**config.mk**
```make
export PLATFORM = sky130hd
export DESIGN_NAME = rca_pipe_adder_flat
export DESIGN_NICKNAME = d
export VERILOG_FILES = /design/src/rtl/rca_pkg.sv /design/src/rtl/rca_pipe_adder_if.sv /design/src/rtl/rca_half.sv /design/src/rtl/rca_pipe_adder.sv /design/src/flat_wrapper.sv
export SDC_FILE = /design/constraint.sdc
export NUM_CORES = 1
export LEC_CHECK = 0
export CORE_MARGIN = 1.5
export CORE_UTILIZATION = 48
export CTS_BUF_LIST = sky130_fd_sc_hd__clkbuf_4 sky130_fd_sc_hd__clkbuf_8 sky130_fd_sc_hd__clkbuf_16
export DETAILED_ROUTE_END_ITERATION = 6
export GPL_TIMING_DRIVEN = 0
export HOLD_SLACK_MARGIN = 0.1
export MAX_ROUTING_LAYER = met4
export PLACE_DENSITY_LB_ADDON = 0.2
export SYNTH_ARGS = -nofsm -noshare
export SYNTH_HDL_FRONTEND = slang
export SYNTH_HIERARCHICAL = 1
export SYNTH_SLANG_ARGS = --single-unit
```
**constraint.sdc**
```tcl
create_clock -name clk -period 5 [get_ports clk]
set_input_delay 0.5 -clock clk [delete_from_list [all_inputs] [get_ports clk]]
set_output_delay 0.5 -clock clk [all_outputs]
set_load 0.01 [all_outputs]
```
**src/rtl/rca_pkg.sv**
```systemverilog
// Shared definitions for the two-stage split ripple-carry adder: default width,
// the stage-1 pipeline record and the overflow rule.
package rca_pkg;

    localparam int RCA_WIDTH = 16;
    localparam int RCA_LO    = RCA_WIDTH / 2;
    localparam int RCA_HI    = RCA_WIDTH - RCA_LO;

    // Stage-1 record: low-half result plus the operand bits still to be added.
    typedef struct packed {
        logic              valid;
        logic [RCA_LO-1:0] sum_lo;
        logic              carry;
        logic [RCA_HI-1:0] a_hi;
        logic [RCA_HI-1:0] b_hi;
    } stage_t;

    // Signed overflow: operands agree in sign but the result does not.
    function automatic logic ovf_f(input logic a_msb, input logic b_msb, input logic s_msb);
        return (a_msb == b_msb) && (s_msb != a_msb);
    endfunction

endpackage

```
**src/rtl/rca_pipe_adder_if.sv**
```systemverilog
// Operand/result valid-ready bus of the pipelined adder; master is the
// producer/consumer side, slave is the adder itself.
interface rca_pipe_adder_if #(parameter int WIDTH = rca_pkg::RCA_WIDTH);

    logic             in_valid;
    logic             in_ready;
    logic [WIDTH-1:0] A;
    logic [WIDTH-1:0] B;
    logic             Cin;
    logic             out_valid;
    logic             out_ready;
    logic [WIDTH-1:0] S;
    logic             Cout;
    logic             Ovf;
    logic [15:0]      op_count;

    modport master (
        output in_valid, A, B, Cin, out_ready,
        input  in_ready, out_valid, S, Cout, Ovf, op_count
    );

    modport slave (
        input  in_valid, A, B, Cin, out_ready,
        output in_ready, out_valid, S, Cout, Ovf, op_count
    );

endinterface

```
**src/rtl/rca_half.sv**
```systemverilog
// Combinational W-bit ripple-carry adder; one instance per half of the word.
module rca_half #(
    parameter int W = 8
) (
    input  logic [W-1:0] a,
    input  logic [W-1:0] b,
    input  logic         cin,
    output logic [W-1:0] sum,
    output logic         cout
);

    logic [W:0] c;

    always_comb begin
        c    = '0;
        sum  = '0;
        c[0] = cin;
        for (int i = 0; i < W; i++) begin
            sum[i]   = a[i] ^ b[i] ^ c[i];
            c[i+1]   = (a[i] & b[i]) | (c[i] & (a[i] ^ b[i]));
        end
        cout = c[W];
    end

endmodule

```
**src/rtl/rca_pipe_adder.sv**
```systemverilog
// Two-stage pipelined adder: low half in stage 1, high half plus flags in
// stage 2, with valid/ready flow control and a completed-result counter.
module rca_pipe_adder
    import rca_pkg::*;
#(
    parameter int WIDTH = RCA_WIDTH
) (
    input logic              clk,
    input logic              rst,
    rca_pipe_adder_if.slave  bus
);

    localparam int LO = WIDTH / 2;

    if (WIDTH != RCA_WIDTH || (WIDTH % 2) != 0) begin : g_bad_width
        $error("rca_pipe_adder: WIDTH must be even and match rca_pkg::RCA_WIDTH");
    end

    stage_t           s1_q, s1_d;
    logic             vld_p2_q, vld_p2_d;
    logic [WIDTH-1:0] s_q, s_d;
    logic             cout_q, cout_d;
    logic             ovf_q, ovf_d;
    logic [15:0]      cnt_q, cnt_d;

    logic [LO-1:0]    sum_lo, sum_hi;
    logic             c_lo, c_hi;
    logic             load_p2, acc_p1, out_hs, in_ready;

    rca_half #(.W(LO)) u_lo (
        .a    (bus.A[LO-1:0]),
        .b    (bus.B[LO-1:0]),
        .cin  (bus.Cin),
        .sum  (sum_lo),
        .cout (c_lo)
    );

    rca_half #(.W(LO)) u_hi (
        .a    (s1_q.a_hi),
        .b    (s1_q.b_hi),
        .cin  (s1_q.carry),
        .sum  (sum_hi),
        .cout (c_hi)
    );

    // Ready depends only on registered state and out_ready, never on in_valid.
    always_comb begin
        load_p2  = s1_q.valid && (!vld_p2_q || bus.out_ready);
        in_ready = !s1_q.valid || load_p2;
        acc_p1   = bus.in_valid && in_ready;
        out_hs   = vld_p2_q && bus.out_ready;
    end

    // stage 0 -> 1: low-half sum and carry, upper operand halves carried along
    always_comb begin
        s1_d = s1_q;
        if (acc_p1) begin
            s1_d.valid  = 1'b1;
            s1_d.sum_lo = sum_lo;
            s1_d.carry  = c_lo;
            s1_d.a_hi   = bus.A[WIDTH-1:LO];
            s1_d.b_hi   = bus.B[WIDTH-1:LO];
        end else if (load_p2) begin
            s1_d.valid  = 1'b0;
        end
    end

    // stage 1 -> 2: high-half sum completes the result; held while stalled
    always_comb begin
        vld_p2_d = vld_p2_q;
        s_d      = s_q;
        cout_d   = cout_q;
        ovf_d    = ovf_q;
        if (load_p2) begin
            vld_p2_d = 1'b1;
            s_d      = {sum_hi, s1_q.sum_lo};
            cout_d   = c_hi;
            ovf_d    = ovf_f(s1_q.a_hi[LO-1], s1_q.b_hi[LO-1], sum_hi[LO-1]);
        end else if (out_hs) begin
            vld_p2_d = 1'b0;
        end
        cnt_d = cnt_q + {15'd0, out_hs};
    end

    always_ff @(posedge clk) begin
        if (rst) begin
            s1_q.valid <= 1'b0;
            vld_p2_q   <= 1'b0;
            s_q        <= '0;
            cout_q     <= 1'b0;
            ovf_q      <= 1'b0;
            cnt_q      <= '0;
        end else begin
            s1_q       <= s1_d;
            vld_p2_q   <= vld_p2_d;
            s_q        <= s_d;
            cout_q     <= cout_d;
            ovf_q      <= ovf_d;
            cnt_q      <= cnt_d;
        end
    end

    assign bus.in_ready  = in_ready;
    assign bus.out_valid = vld_p2_q;
    assign bus.S         = s_q;
    assign bus.Cout      = cout_q;
    assign bus.Ovf       = ovf_q;
    assign bus.op_count  = cnt_q;

endmodule

```
**src/flat_wrapper.sv**
```systemverilog
// flat-port wrapper written by rule: the top's interface ports become plain ports
module rca_pipe_adder_flat import rca_pkg::*;
#(
    parameter int WIDTH = RCA_WIDTH
)
  (clk, rst, bus_in_valid, bus_A, bus_B, bus_Cin, bus_out_ready, bus_in_ready, bus_out_valid, bus_S, bus_Cout, bus_Ovf, bus_op_count);
  rca_pipe_adder_if #(.WIDTH(WIDTH)) bus_i ();
  input logic clk;
  input logic rst;
  input wire logic [$bits(bus_i.in_valid)-1:0] bus_in_valid;
  input wire logic [$bits(bus_i.A)-1:0] bus_A;
  input wire logic [$bits(bus_i.B)-1:0] bus_B;
  input wire logic [$bits(bus_i.Cin)-1:0] bus_Cin;
  input wire logic [$bits(bus_i.out_ready)-1:0] bus_out_ready;
  output wire logic [$bits(bus_i.in_ready)-1:0] bus_in_ready;
  output wire logic [$bits(bus_i.out_valid)-1:0] bus_out_valid;
  output wire logic [$bits(bus_i.S)-1:0] bus_S;
  output wire logic [$bits(bus_i.Cout)-1:0] bus_Cout;
  output wire logic [$bits(bus_i.Ovf)-1:0] bus_Ovf;
  output wire logic [$bits(bus_i.op_count)-1:0] bus_op_count;
  assign bus_i.in_valid = bus_in_valid;
  assign bus_i.A = bus_A;
  assign bus_i.B = bus_B;
  assign bus_i.Cin = bus_Cin;
  assign bus_i.out_ready = bus_out_ready;
  assign bus_in_ready = bus_i.in_ready;
  assign bus_out_valid = bus_i.out_valid;
  assign bus_S = bus_i.S;
  assign bus_Cout = bus_i.Cout;
  assign bus_Ovf = bus_i.Ovf;
  assign bus_op_count = bus_i.op_count;
  rca_pipe_adder #(.WIDTH(WIDTH)) u_core (.clk(clk), .rst(rst), .bus(bus_i));
endmodule
```
Word level (Yosys, flattened, before mapping) --
Cells that the tools add are included.
Word-level totals: bits in registers 61, input bits 37, output and inout port bits 36, logic and storage cells 109
Operators by class: add/sub/neg operators 1, eq/ne operators 2, multiplexer cells 4, bitwise logic cells 81, reduce and logical (&&, ||, !) cells 11
Operators with widths (number):
- $and 1x1->1 | 32
- $xor 1x1->1 | 32
- $add 16x1->16 | 1
- $or 1x1->1 | 16
- $logic_and 1x1->1 | 4
- $mux 1 | 4
- $reduce_bool 2->1 | 2
- $logic_not 1->1 | 2
- $logic_or 1x1->1 | 2
- $reduce_and 2->1 | 1
- $eq 1x1->1 | 1
- $ne 1x1->1 | 1
- $not 1->1 | 1

Longest topological paths before layout --
Gate-level depths: netlist of run 1.
depth in word-level cells 18, mapped depth 15

Modules after synthesis --
Netlist of run 1, hierarchy kept.
By module, submodules not included:
- rca_pipe_adder | times used 1, cells an instance 201, area an instance 2283.4 µm², sequential area each 1471.4 µm²
- rca_half | times used 2, cells an instance 18, area an instance 197.7 µm², sequential area each 0.0 µm²

Worst setup path after synthesis of run 1 --
Ideal clock, no wire load.
kind register -> register, from register u_core/s1_q[8] (netlist name), to register u_core.ovf_q, in the netlist u_core/bus.Ovf, arrival time 3.867 ns, data required time 4.868 ns, path slack 1.002 ns, cell stages (with the launch flop) 16, path buffers 0, period minus slack after synthesis 3.998 ns, cells stage by stage edfxtp_1 fa_1 inv_1 fa_1 inv_1 fa_1 fa_1 fa_1 fa_1 fa_1 inv_1 fa_1 inv_1 and3b_1 nor4_1 nor3_1
On the way: cells in the longest elaborated chain, start to end 18, elaborated cells on any way between the ends 19
Ends and longest elaborated chain:
- start, declared | line rca_pipe_adder.sv:19 | stage_t s1_q, s1_d;
- $xor 1x1->1 | line rca_half.sv:20 | c[i+1] = (a[i] & b[i]) | (c[i] & (a[i] ^ b[i]));
- $and 1x1->1 | line rca_half.sv:20
- $or 1x1->1 * | line rca_half.sv:20
- $and 1x1->1 * | line rca_half.sv:20
- $or 1x1->1 * | line rca_half.sv:20
- $and 1x1->1 * | line rca_half.sv:20
- $or 1x1->1 * | line rca_half.sv:20
- $and 1x1->1 * | line rca_half.sv:20
- (+3 left out)
- $and 1x1->1 * | line rca_half.sv:20
- $or 1x1->1 * | line rca_half.sv:20
- $and 1x1->1 * | line rca_half.sv:20
- $or 1x1->1 * | line rca_half.sv:20
- $xor 1x1->1 * | line rca_half.sv:19 | sum[i] = a[i] ^ b[i] ^ c[i];
- via u_core.sum_hi[7] | line rca_pipe_adder.sv:26 | logic [LO-1:0] sum_lo, sum_hi;
- $ne 1x1->1 * | line rca_pkg.sv:20 | return (a_msb == b_msb) && (s_msb != a_msb);
- $logic_and 1x1->1 * | line rca_pkg.sv:20
- end signal, assigned | line rca_pipe_adder.sv:98 | ovf_q <= ovf_d;
- end, declared | line rca_pipe_adder.sv:23 | logic ovf_q, ovf_d;
The timed path passes the listed nets; every way through them passes the cells marked *. A chain may end at the register's enable or synchronous reset.

Final worst setup path of run 1 --
Ends and elaborated chain as after synthesis.

==> results of run 1 <==
==> registers in the layout, indices dropped and copies added, names as in the netlist <==
register	flops
u_core/s1_q	26
u_core/bus.Ovf	1
u_core/bus.out_valid	1
u_core/bus.Cout	1
u_core/bus.S	16
u_core/bus.op_count	16
==> layout make-up <==
type,count,area (sq um)
inverter,25,93.8
timing repair buffer,72,721
buffer,11,42.5
tap,72,90.1
clock inverter,2,10.0
clock buffer,14,168
multi-input combinational,140,1070
fill,431,1770
sequential,61,1470
==> kinds of logic (layout without fill, tap and decap cells) <==
kind of cell	Yosys count	in the layout	share of synthesized area
buf+inv	36	124	0.0509
mux	4	4	0.0168
fa+ha+maj	19	19	0.134
compound gates	51	51	0.0990
flops	61	61	0.549
simple gates	63	63	0.141
xor+xnor	3	3	0.00981
==> worst min path at each step <==
stage               depth (start not counted)         endpoint       startpoint  slack (ns)
finish                                      2  u_core/bus.S[4]  u_core/bus.S[4]        0.48
global route                                2  u_core/bus.S[2]  u_core/bus.S[2]        0.52
CTS                                         2  u_core/bus.S[4]  u_core/bus.S[4]        0.48
detailed placement                          2  u_core/bus.S[4]  u_core/bus.S[4]        0.48
global placement                            2  u_core/bus.S[6]  u_core/bus.S[6]        0.46
floorplan                                   2  u_core/bus.Cout  u_core/bus.Cout        0.50
==> cell usage in the layout (no fill, tap or decap), drive strengths merged, types with 2 or more instances in the layout <==
master	netlist	routed
a21oi	27	27
and3b	2	2
buf	2	2
clkbuf	9	23
clkdlybuf4s50	0	72
clkinv	0	2
dfxtp	36	36
edfxtp	25	25
fa	16	16
ha	3	3
inv	25	25
mux2	4	4
nand2	4	4
nand3	21	21
nand4	5	5
nor2	9	9
nor2b	6	6
nor4	5	5
o21ai	20	20
o31ai	4	4
or3	3	3
or4	4	4
xor2	2	2
==> metrics by stage <==
stage	power, mW	utilization	instance area [sq um]
floorplan	0.617	-	2680
global placement	0.681	0.642	3490
detailed placement	0.687	0.642	3490
CTS	1.07	0.674	3670
global route	1.11	0.674	3670
finish	1.06	0.674	3670
==> power by group through the flow <==
| stage | Combinational, mW | Clock (mW) | Sequential, mW |
|---|---|---|---|
| final | 0.120 | 0.383 | 0.555 |
| after CTS | 0.121 | 0.394 | 0.556 |
| after detailed placement | 0.121 | 0 | 0.566 |
| after floorplan | 0.0494 | 0 | 0.568 |
| after global placement | 0.115 | 0 | 0.565 |
| after global routing | 0.135 | 0.414 | 0.558 |
==> routing by layer <==
metal  global-route usage  share of wire
met4               0.0982          0.014
met2                0.323           0.51
met1                0.251           0.42
met5                    -              0
met3               0.0412          0.056
==> worst max-delay path: cells and delay by family, from the launching register on <==
family / cells / cell delay, ns
fa+ha+maj: 8 / 3.03
simple gates: 3 / 0.47
flops: 1 / 0.41
buf+inv: 4 / 0.32
==> results.yml, run 1 <==
worst_setup_path:
  cp.required_ns: 5.18
  crit_fanout: 3
  startpoint_type: "flip-flop"
  arrival_ns: 4.55
  regToRegSetupSlack_ns: 0.63
  endpoint_kind: "flip-flop"
  setup.worst_path.end: "u_core/bus.Ovf"
  crit_chain: "fa_1, inv_1, fa_1, inv_1, fa_1, fa_1, fa_1, fa_1, fa_1, inv_1, fa_1, inv_1, and3b_1, nor4_1, nor3_1"
  cp_slowest_stage_delay_ns: 0.44
  r2r_cells: 15
  slowest_stage: "fa_1"
  path_common_cell: "fa_1"
  r2r_end: "u_core/bus.Ovf"
  startpoint: "u_core/s1_q[8]"
  crit_type: "reg2reg"
  r2r-start: "u_core/s1_q[8]"
global_route:
  grt_pass1_vias: 1974
  overflow: 0
  grt_pass1_wl_microns: 9150
  grt_start_max_net_pins: 26
  grtUsageTotal: 0.204
  antenna_found_initial: 0
sta:
  worst_pin_slew_ns: 1.11
  fin_worst_skew_ns: 0.00785
  rsz0062_at_grt: "no"
  max_slew_margin: 0.259
  period_share: 0.874
  finalSetupTns_ns: 0
  hold_ws_ns: 0.484
  drv_slew: 0
  finalHoldViolCount: 0
  final.min_clock_period_ns: 4.37
  worst_slack_ns: 0.631
  setup_viol: 0
  clock.fmax_mhz: 229
final_layout:
  area_delta_synth_final_pct: 36.9
  n_antenna_cell: 0
  num-nets-final: 376
  drive_gt1_frac: 0.0738
  final_cells: 397
floorplanning:
  die_y_microns: 77.7
  core_area_sq_um: 5440
  fp.dieArea_sq_um: 6040
  die_w_microns: 77.7
  start_util: 0.493
  io_pins: 73
  row_count: 27
run:
  maxCapViolCount: 0
synthesis:
  syn_area_sq_um: 2680
  synth_flop_cell: "dfxtp_1"
  avgSynthCellArea_sq_um: 11.3
  synth-warning-count: 6
  synth_edf_count: 25
  yosysSeqAreaShare: 0.549
  syn_nets: 293
  ys_async_sr_fraction: 0
  synth_seq_cells: 61
  synth_top_area_cell: "edfxtp_1"
  yosysMostFrequentCell: "dfxtp_1"
  synth_top_area_frac: 0.280
  synthTopCellsByArea: "edfxtp_1, dfxtp_1, fa_1"
  ys_types: 29
  ys_top_cells_by_count: "dfxtp_1, a21oi_1, edfxtp_1, inv_1, nand3_1"
  synth_cells: 237
hold_path:
  holdCritPathClass: "reg2reg"
detailed_routing:
  wl_microns: 5390
  drtAntennaViolNets: 0
  vias: 2053
  routedWlPerCell_microns: 13.6
  routed_via_density: 5.17
  drtIter0Drc: 89
  remaining_drc_errors: 0
  drtPass1Iterations: 6
run_status:
  outcome: "finished clean"
pwr:
  power.net_switching_uw: 235
  p_clk_frac: 0.362
  powerDensity_nw_per_um2: 289
  switching_share: 0.222
  p_seq_frac: 0.524
  ir_drop_mv: 0.211
  leakagePower_nw: 1.35
  internal_power_uw: 824
  power_frac_comb: 0.114
clock_tree:
  cts_tree: "built"
  clock-sinks: 61
  clockRootBuffer: "clkbuf_8"
  post_cts_buffers: 0
  clk-insertion-delay-late_ns: 0.32
  cts_hold_buf: 0
  clk_path_buf_depth: 2
  numCtsBuffers: 9
  path_clk_slew_ns: 0.06
  cts.repair.resized: 0
  htree_levels: 3
place:
  port_buffers: 72
  post-place-ws_ns: 0.705
  routabilityCongestion: 0.838
  dp_hpwl_microns: 3970
  placed_cells: 381
No activity file was read; power rests on OpenSTA's default activity.
==> inputs of run 2 (changes only) <==
ABC_AREA = 1   (was not set)
==> run 2 against run 1 <==
  * Power increased by 2.3%
  * Area after synthesis increased by 0.47%
  * Global-route usage decreased by 0.12 points
  * Count of clock-buffer cells in the layout decreased by 2
  * Non-clock buffer count decreased by 6
  * Sequential share of layout area decreased by 0.068 points
  * Combinational power increased by 7%
  * Wire length decreased by 2.0%
  * Core utilization decreased by 0.30 points
  * Final area increased by 0.17%
  * Largest power group unchanged
==> results.yml, run 2 <==
run_status:
  outcome: "finished clean"
floorplanning:
  io_pins: 73
  start_util: 0.492
  fp.dieArea_sq_um: 6070
  row_count: 27
  die_y_microns: 77.9
  core_area_sq_um: 5470
  die_w_microns: 77.9
run:
  maxCapViolCount: 0
global_route:
  grt_pass1_vias: 2057
  grt_start_max_net_pins: 26
  antenna_found_initial: 0
  grtUsageTotal: 0.203
  grt_pass1_wl_microns: 8910
  overflow: 0
synthesis:
  ys_top_cells_by_count: "nor2_1, inv_1, dfxtp_1, nand2_1, edfxtp_1"
  synth_top_area_frac: 0.279
  synth_top_area_cell: "edfxtp_1"
  synthTopCellsByArea: "edfxtp_1, dfxtp_1, fa_1"
  ys_async_sr_fraction: 0
  synth-warning-count: 6
  synth_edf_count: 25
  yosysSeqAreaShare: 0.547
  avgSynthCellArea_sq_um: 9.82
  syn_area_sq_um: 2690
  synth_cells: 274
  ys_types: 27
  yosysMostFrequentCell: "nor2_1"
  synth_seq_cells: 61
  synth_flop_cell: "dfxtp_1"
  syn_nets: 330
clock_tree:
  path_clk_slew_ns: 0.07
  cts_tree: "built"
  clockRootBuffer: "clkbuf_8"
  numCtsBuffers: 9
  cts.repair.resized: 0
  htree_levels: 3
  clk-insertion-delay-late_ns: 0.34
  post_cts_buffers: 0
  cts_hold_buf: 0
  clk_path_buf_depth: 2
  clock-sinks: 61
detailed_routing:
  drtAntennaViolNets: 0
  routed_via_density: 4.71
  wl_microns: 5280
  drtPass1Iterations: 4
  remaining_drc_errors: 0
  vias: 2038
  drtIter0Drc: 59
  routedWlPerCell_microns: 12.2
worst_setup_path:
  startpoint_type: "flip-flop"
  path_buf_inv: 5
  path_common_cell: "fa_1"
  crit_fanout: 3
  cp.required_ns: 5.27
  path_delay_family: "adder cells"
  endpoint_kind: "flip-flop"
  slowest_stage: "fa_1"
  r2r_end: "u_core/bus.Ovf"
  regToRegSetupSlack_ns: 0.80
  crit_chain: "fa_1, inv_1, fa_1, inv_1, fa_1, fa_1, fa_1, fa_1, fa_1, inv_1, fa_1, inv_1, inv_1, or3_1, a21oi_1"
  cp_slowest_stage_delay_ns: 0.43
  r2r-start: "u_core/s1_q[8]"
  arrival_ns: 4.46
  r2r_cells: 15
  crit_type: "reg2reg"
sta:
  fin_worst_skew_ns: 0.00551
  final.min_clock_period_ns: 4.20
  rsz0062_at_grt: "no"
  setup_viol: 0
  max_slew_margin: 0.364
  worst_pin_slew_ns: 0.953
  drv_slew: 0
  period_share: 0.839
  clock.fmax_mhz: 238
  hold_ws_ns: 0.408
  finalSetupTns_ns: 0
  finalHoldViolCount: 0
hold_path:
  holdPathEnd: "u_core/bus.op_count[11]"
  min-delay-start: "rst"
  hold_depth: 2
  holdCritPathClass: "in2reg"
place:
  dp_hpwl_microns: 3870
  routabilityCongestion: 0.854
  port_buffers: 71
final_layout:
  n_antenna_cell: 0
  drive_gt1_frac: 0.0831
  nFillCells: 457
  mostFrequentLayoutCell: "clkdlybuf4s50_1"
  postLayoutCoreUtil: 0.671
  area_delta_synth_final_pct: 36.5
  num-nets-final: 412
  largest_reg_flops: 26
  final_cell_mix: "clkdlybuf4s50_1, nor2_1, inv_1"
  largest_register: "u_core/s1_q"
pwr:
  leakagePower_nw: 1.48
  power_mw: 1.08
  ir_drop_mv: 0.212
  powerDensity_nw_per_um2: 295
## run 2: cell count changes in the layout (fill, tap and decap cells not counted), moves of 5 or more
cell | previous run | this run
nor2_1 | 9 | 61
clkbuf_1 | 9 | 0
nand3_1 | 21 | 9
nor2b_1 | 6 | 1
nand2_1 | 4 | 31
nor4_1 | 5 | 0
inv_1 | 25 | 40
a21oi_1 | 27 | 7
## run 2: worst max-delay path by stage
stage	startpoint	cells after the start	to	slack (ns)
floorplan	u_core/s1_q[8]	15	u_core/bus.Ovf	1.05
global placement	bus_A[0]	13	u_core/s1_q[24]	0.80
detailed placement	bus_A[0]	13	u_core/s1_q[24]	0.73
CTS	u_core/s1_q[8]	15	u_core/bus.Ovf	0.80
global route	u_core/s1_q[8]	15	u_core/bus.Ovf	0.56
finish	u_core/s1_q[8]	15	u_core/bus.Ovf	0.80
## run 2: logic make-up after synthesis
kind of cell,share of synthesized area
adders and majority gates,0.133
xor gates and xnor gates,0.00651
and+or+nand+nor,0.173
buffers and inverters,0.0748
DFF,0.547
AOI/OAI and AO/OA,0.0660
## run 2: worst reg2reg max path, delay by kind of cell (launching register included)
| kind | cells | cell delay (ns) |
|---|---|---|
| fa+ha+maj | 8 | 2.97 |
| flops | 1 | 0.40 |
| buf+inv | 5 | 0.34 |
| simple gates | 1 | 0.30 |
| compound gates | 1 | 0.14 |
## run 2: per-layer routing
metal,part of all wire,GRT usage,vias up
met1,0.40,0.214,942
met2,0.52,0.345,58
met4,0.027,0.124,0
met3,0.049,0.0459,11
met5,0,-,-
li1,-,-,1027
## run 2: final cells by class
class,instances,area (sq um),area share
clock buffers,12,159,0.0433
multi-input cells,166,1020,0.277
flip-flops and latches,61,1470,0.401
repair buffers,71,711,0.193
inverters,41,154,0.0419
well taps,72,90.1,0.0245
clock inverters,4,22.5,0.00613
plain buffers,6,47.5,0.0129
## run 2: through the flow
| step | setup slack [ns] | cells | instance area [sq um] |
|---|---|---|---|
| floorplan | 1.05 | 274 | 2690 |
| global placement | 0.804 | 417 | 3490 |
| detailed placement | 0.730 | 417 | 3490 |
| CTS | 0.802 | 433 | 3670 |
| global route | 0.563 | 433 | 3670 |
| finish | 0.805 | 433 | 3670 |
## run 2: where the power goes
group / internal [mW] / switching (mW) / leakage (nW)
combinational: 0.0699 / 0.0580 / 0.858
clock: 0.210 / 0.188 / 0.0956
sequential: 0.547 / 0.0113 / 0.528
total: 0.826 / 0.257 / 1.48
